$ cat config.mk
export PLATFORM = sky130hd
export DESIGN_NAME = bus_scenario_sequencer
export DESIGN_NICKNAME = d
export VERILOG_FILES = /design/src/rtl/bus_scenario_sequencer.sv
export SDC_FILE = /design/constraint.sdc
export NUM_CORES = 1
export LEC_CHECK = 0
export BUFFER_PORTS_ARGS = -buffer_cell sky130_fd_sc_hd__clkbuf_2
export CAP_MARGIN = 40
export CORE_AREA = 2 2 146 148
export DETAILED_ROUTE_END_ITERATION = 12
export DIE_AREA = 0 0 148 150
export PLACE_DENSITY = 0.73
export SYNTH_ARGS = -nofsm -noshare
export SYNTH_HDL_FRONTEND = slang
export SYNTH_SLANG_ARGS = --single-unit
$ cat constraint.sdc
create_clock -name clk -period 3.6 [get_ports clk]
set_input_delay 0.72 -clock clk [delete_from_list [all_inputs] [get_ports clk]]
set_output_delay 0.72 -clock clk [all_outputs]
set_load 0.01 [all_outputs]
$ cat src/rtl/bus_scenario_sequencer.sv
// Bus-test stimulus sequencer: per-master enable windows, repeat passes with auto-increment, read capture, WAIT timeout.
// Latency: master outputs follow the pass counter by one register stage; m_request stalls WAIT until clear or timeout.
module bus_scenario_sequencer #(
    parameter int NUM_MASTERS    = 2,
    parameter int ADDR_WIDTH     = 14,
    parameter int DATA_WIDTH     = 8,
    parameter int HOLD_CYCLES    = 3,
    parameter int TIMEOUT_CYCLES = 255
) (
    input  logic                              clk,
    input  logic                              reset,
    input  logic                              start,
    input  logic [NUM_MASTERS-1:0]            cfg_en,
    input  logic [NUM_MASTERS-1:0]            cfg_rd,
    input  logic [NUM_MASTERS*ADDR_WIDTH-1:0] cfg_addr,
    input  logic [NUM_MASTERS*DATA_WIDTH-1:0] cfg_data,
    input  logic [NUM_MASTERS*8-1:0]          cfg_delay,
    input  logic [3:0]                        cfg_repeat,
    input  logic                              cfg_inc,
    input  logic [NUM_MASTERS-1:0]            m_request,
    input  logic [NUM_MASTERS-1:0]            m_rvalid,
    input  logic [NUM_MASTERS*DATA_WIDTH-1:0] m_rdata,
    output logic [NUM_MASTERS-1:0]            m_enable,
    output logic [NUM_MASTERS-1:0]            m_read_en,
    output logic [NUM_MASTERS*ADDR_WIDTH-1:0] addr_in,
    output logic [NUM_MASTERS*DATA_WIDTH-1:0] data_in,
    output logic [NUM_MASTERS*DATA_WIDTH-1:0] rd_data,
    output logic [NUM_MASTERS-1:0]            rd_valid,
    output logic                              busy,
    output logic                              done,
    output logic                              timeout_err,
    output logic [2:0]                        state_out
);

    // Pass counter must reach the largest delay plus the hold window.
    localparam int TW = $clog2(256 + HOLD_CYCLES);

    typedef enum logic [2:0] {
        S_IDLE   = 3'd0,
        S_LAUNCH = 3'd1,
        S_WAIT   = 3'd2,
        S_NEXT   = 3'd3,
        S_DONE   = 3'd4
    } state_t;

    state_t                  state, state_n;
    logic [NUM_MASTERS-1:0]  en_r, rd_r;
    logic [ADDR_WIDTH-1:0]   addr_r  [NUM_MASTERS];
    logic [DATA_WIDTH-1:0]   data_r  [NUM_MASTERS];
    logic [7:0]              delay_r [NUM_MASTERS];
    logic [3:0]              left_r;
    logic                    inc_r;
    logic [TW-1:0]           t_r, last_t;
    logic [15:0]             wcnt_r;
    logic [NUM_MASTERS-1:0]  win;

    always_comb begin
        last_t = '0;
        win    = '0;
        for (int i = 0; i < NUM_MASTERS; i++) begin
            if (en_r[i] && (TW'(delay_r[i]) + TW'(HOLD_CYCLES - 1) > last_t))
                last_t = TW'(delay_r[i]) + TW'(HOLD_CYCLES - 1);
            win[i] = en_r[i] && (t_r >= TW'(delay_r[i])) &&
                     (t_r <= TW'(delay_r[i]) + TW'(HOLD_CYCLES - 1));
        end
    end

    always_comb begin
        state_n = state;
        case (state)
            S_IDLE:   if (start) state_n = (cfg_en == '0) ? S_DONE : S_LAUNCH;
            S_LAUNCH: if (t_r == last_t) state_n = S_WAIT;
            S_WAIT: begin
                if (m_request == '0)
                    state_n = S_NEXT;
                else if (wcnt_r == 16'(TIMEOUT_CYCLES - 1))
                    state_n = S_DONE;
            end
            S_NEXT:   state_n = (left_r != '0) ? S_LAUNCH : S_DONE;
            S_DONE:   state_n = S_IDLE;
            default:  state_n = S_IDLE;
        endcase
    end

    always_ff @(posedge clk or negedge reset) begin
        if (!reset) state <= S_IDLE;
        else        state <= state_n;
    end

    assign state_out = state;

    always_ff @(posedge clk or negedge reset) begin
        if (!reset) begin
            en_r        <= '0;
            rd_r        <= '0;
            left_r      <= '0;
            inc_r       <= 1'b0;
            t_r         <= '0;
            wcnt_r      <= '0;
            m_enable    <= '0;
            m_read_en   <= '0;
            addr_in     <= '0;
            data_in     <= '0;
            rd_data     <= '0;
            rd_valid    <= '0;
            busy        <= 1'b0;
            done        <= 1'b0;
            timeout_err <= 1'b0;
            for (int i = 0; i < NUM_MASTERS; i++) begin
                addr_r[i]  <= '0;
                data_r[i]  <= '0;
                delay_r[i] <= '0;
            end
        end else begin
            case (state)
                S_IDLE: begin
                    if (start) begin
                        en_r        <= cfg_en;
                        rd_r        <= cfg_rd;
                        left_r      <= cfg_repeat;
                        inc_r       <= cfg_inc;
                        t_r         <= '0;
                        wcnt_r      <= '0;
                        rd_valid    <= '0;
                        timeout_err <= 1'b0;
                        for (int i = 0; i < NUM_MASTERS; i++) begin
                            addr_r[i]  <= cfg_addr[i*ADDR_WIDTH +: ADDR_WIDTH];
                            data_r[i]  <= cfg_data[i*DATA_WIDTH +: DATA_WIDTH];
                            delay_r[i] <= cfg_delay[i*8 +: 8];
                        end
                    end
                end
                S_LAUNCH: begin
                    t_r    <= t_r + TW'(1);
                    wcnt_r <= '0;
                end
                S_WAIT: begin
                    wcnt_r <= wcnt_r + 16'd1;
                    if (m_request != '0 && wcnt_r == 16'(TIMEOUT_CYCLES - 1))
                        timeout_err <= 1'b1;
                end
                S_NEXT: begin
                    if (left_r != '0) begin
                        left_r <= left_r - 4'd1;
                        t_r    <= '0;
                        if (inc_r) begin
                            for (int i = 0; i < NUM_MASTERS; i++) begin
                                addr_r[i] <= addr_r[i] + ADDR_WIDTH'(1);
                                data_r[i] <= data_r[i] + DATA_WIDTH'(1);
                            end
                        end
                    end
                end
                default: ;
            endcase

            // Master drive is zero outside each window so idle masters see a clean bus.
            for (int i = 0; i < NUM_MASTERS; i++) begin
                m_enable[i]  <= (state == S_LAUNCH) && win[i];
                m_read_en[i] <= (state == S_LAUNCH) && win[i] && rd_r[i];
                addr_in[i*ADDR_WIDTH +: ADDR_WIDTH] <=
                    ((state == S_LAUNCH) && win[i]) ? addr_r[i] : '0;
                data_in[i*DATA_WIDTH +: DATA_WIDTH] <=
                    ((state == S_LAUNCH) && win[i] && !rd_r[i]) ? data_r[i] : '0;
                if ((state == S_LAUNCH || state == S_WAIT) && m_rvalid[i]) begin
                    rd_data[i*DATA_WIDTH +: DATA_WIDTH] <= m_rdata[i*DATA_WIDTH +: DATA_WIDTH];
                    rd_valid[i] <= 1'b1;
                end
            end

            busy <= (state_n != S_IDLE);
            done <= (state_n == S_DONE);
        end
    end

endmodule

==> run metrics <==
H-tree depth 4; CP peak stage delay 0.70 ns; post-route worst setup slack 0.275 ns; crit path max fanout 13; Num CTS Buffers 17; Max-Cap Viols 0; worst slew pin tran 0.775 ns; Util after Layout 0.522; data arrival time of the critical path 3.63 ns; vias in the first global route 7,376; top cells by area, synth dfrtp_1 46%, ha_1 7.0%, a21oi_1 4.6%; Bufs and invs on worst path 1; Starting Density 0.440; first-pass GRT wire length 36.9 mm; number of synthesized flops with an enable pin 0; Synth warnings 0; Power Dens Cells 761 nW/µm²; area grow syn2layout 18.5%; Critical Path, Cell by Cell ha_1 > nand3_1 > or3_1 > and2_1 > ha_1 > a21oi_1 > nor2b_1 > a2111oi_4 > o311ai_4 > buf_4 > nor3b_2; share of the synthesized area in the top cell type 0.456; clock sink count 166; Starting DRT DRC Count 482; Synth Area in Compound Gates 0.162; TritonCTS clock tree built; routed len/inst 16.4 µm; final WL 22.6 mm; Syn Inst Count 949; pre-CTS setup slack 0.310 ns; Yosys top cell by area dfrtp_1; RSZ-0062 raised after global routing false; setup TNS 0 ns; most used cell, CP ha_1; DR vias 7,668; slew margin rel. 0.482; Post-DRT Antenna Nets 0; FF+latch count, synth 166; delay-heaviest family, CP simple AND/OR/NAND/NOR gates; Port Buf Inserts 163; Setup-failing EPs final 0; main combinational cell family by area after synthesis simple AND/OR/NAND/NOR gates; Max Clk Rate 0.301 GHz; Peak supply drop 0.433 mV; status finished, final reports clean; Die ar. 22,200 µm²; largest net degree at the start of global routing 85; TritonRoute pass-1 iters 5; final worst path period need 3.33 ns; worst skew pair latency 0.43 ns; simple-gate share of the synthesized area 0.222; Leakage Power 4.99 nW; library cells used by synthesis 61; main flop type after synthesis dfrtp_1; Die Wd 148 µm; fillers 1,899; gpl congestion 0.900; Clock transition at path regs 0.07 ns; Post-Syn Area 9110 µm²; IO Count 164; FP Rows 53; Post-route DRC 0; fin crit share 0.924; crit end category register; Resized Gates After CTS 0; Final Power 8.22 mW; syn nets 1,092; Adder-Cell Fraction of Synth Area 0.0700; clk root buf clkbuf_16; layout cells sized above 1 0.238; Required @ worst endpoint 3.90 ns; Nets 1,232; synth cell count leaders 166 x dfrtp_1, 110 x nand2_1, 83 x a21oi_1; Longest Clk Path Bufs 2; setup bufs post-CTS 0; chip height 150 µm; register area share after synthesis 0.456; GRT overflow 0; initial antenna violation count 0; CP max-delay cell o311ai_4; GRT Util Overall 0.207; XOR/XNOR Fraction of Synth Area 0.0279; clock skew 0.0103 ns; Vias per Instance 5.56; final hold violations 0; CTS Hold Bufs 0; HP Class in2async; Pins Over Slew Limit 0; total core area 20,700 µm²; Post-Syn Area per Cell 9.60 µm²; post-synthesis mux area share 0.0210; most frequent cell after synthesis dfrtp_1; Synth async-reset ratio 1.00; Startpoint Class register; critical path class reg2reg; dpl hpwl 16.1 mm
report_power, final:
group	internal, mW	total [mW]	switching (mW)
clock network	0.926	1.79	0.866
logic	1.43	3.41	1.98
registers	2.40	3.01	0.615
total	4.76	8.22	3.46
flip-flops by register name (all words and copies together) (netlist names), 9 cells and up:
register  cells
addr_in      28
delay_r      16
rd_data      16
wcnt_r       16
data_r       16
data_in      16
t_r           9
addr_r       28
path summary, 6_finish.rpt:
| kind | from | endpoint | depth (start not counted) | slack (ns) |
|---|---|---|---|---|
| worst max-delay path | delay_r[9]$_DFFE_PN0P_ | addr_in[8]$_DFF_PN0_ | 11 | 0.27 |
| worst min-delay path | reset | addr_r[4]$_DFFE_PN0P_ | 1 | 0.25 |
| min in group clk | cfg_rd[1] | rd_r[1]$_DFFE_PN0P_ | 3 | 0.48 |
| worst max register to register | delay_r[9]$_DFFE_PN0P_ | addr_in[8]$_DFF_PN0_ | 11 | 0.27 |
| worst min register to register | rd_valid[0]$_DFFE_PN0P_ | rd_valid[0]$_DFFE_PN0P_ | 2 | 0.49 |
| max in group asynchronous | reset | wcnt_r[11]$_DFFE_PN0P_ | 2 | 2.50 |
cell families after synthesis:
family / count (synthesis)
muxes: 17
AOI/OAI and AO/OA: 242
xor gates and xnor gates: 29
and+or+nand+nor: 354
adders and majority gates: 51
buffers and inverters: 90
DFF: 166
area by class of cell:
type	count	area, µm²	area share
clock buffers	17	425	0.0394
diodes	1	2.50	0.000232
flip-flops and latches	166	4150	0.385
repair buffers	175	937	0.0868
inverters	36	135	0.0125
clock inverters	15	161	0.0150
well taps	275	344	0.0319
multi-input cells	693	4630	0.429
routing by layer:
metal	wire, µm	vias up	global-route usage
met5	0	-	0
met4	402	0	0.0557
met3	1400	29	0.0530
met2	10900	249	0.343
met1	9960	3703	0.271
li1	-	3687	-
metrics by stage:
stage | hold slack, ns | cells | instance area (µm²)
after global routing | 0.288 | 1377 | 10800
after CTS | 0.264 | 1377 | 10800
after detailed placement | 0.472 | 1345 | 10200
after floorplan | 0.424 | 949 | 9110
after global placement | 0.462 | 1344 | 10200
final | 0.251 | 1378 | 10800
cells in the final DEF, fill, tap and decap left out, types with 4 or more instances in the layout:
cell type / instances
dfrtp_1: 166
clkbuf_2: 162
nand2_1: 110
a21oi_1: 83
nor2_1: 62
ha_1: 51
nand3_1: 41
o21ai_0: 41
o21ai_1: 37
inv_1: 35
nor3b_2: 28
and3_1: 19
clkbuf_16: 17
xnor2_1: 16
nand4_1: 16
o22ai_1: 15
mux2_1: 14
xor2_1: 13
nor3_1: 12
a21o_1: 11
nand2b_1: 10
buf_4: 10
or3_1: 9
a31oi_1: 9
nor4b_2: 8
nor4b_1: 8
and2_1: 6
o21a_1: 6
nor4_1: 6
inv_8: 4
clkinv_4: 4
No activity file was read; power rests on OpenSTA's default activity.
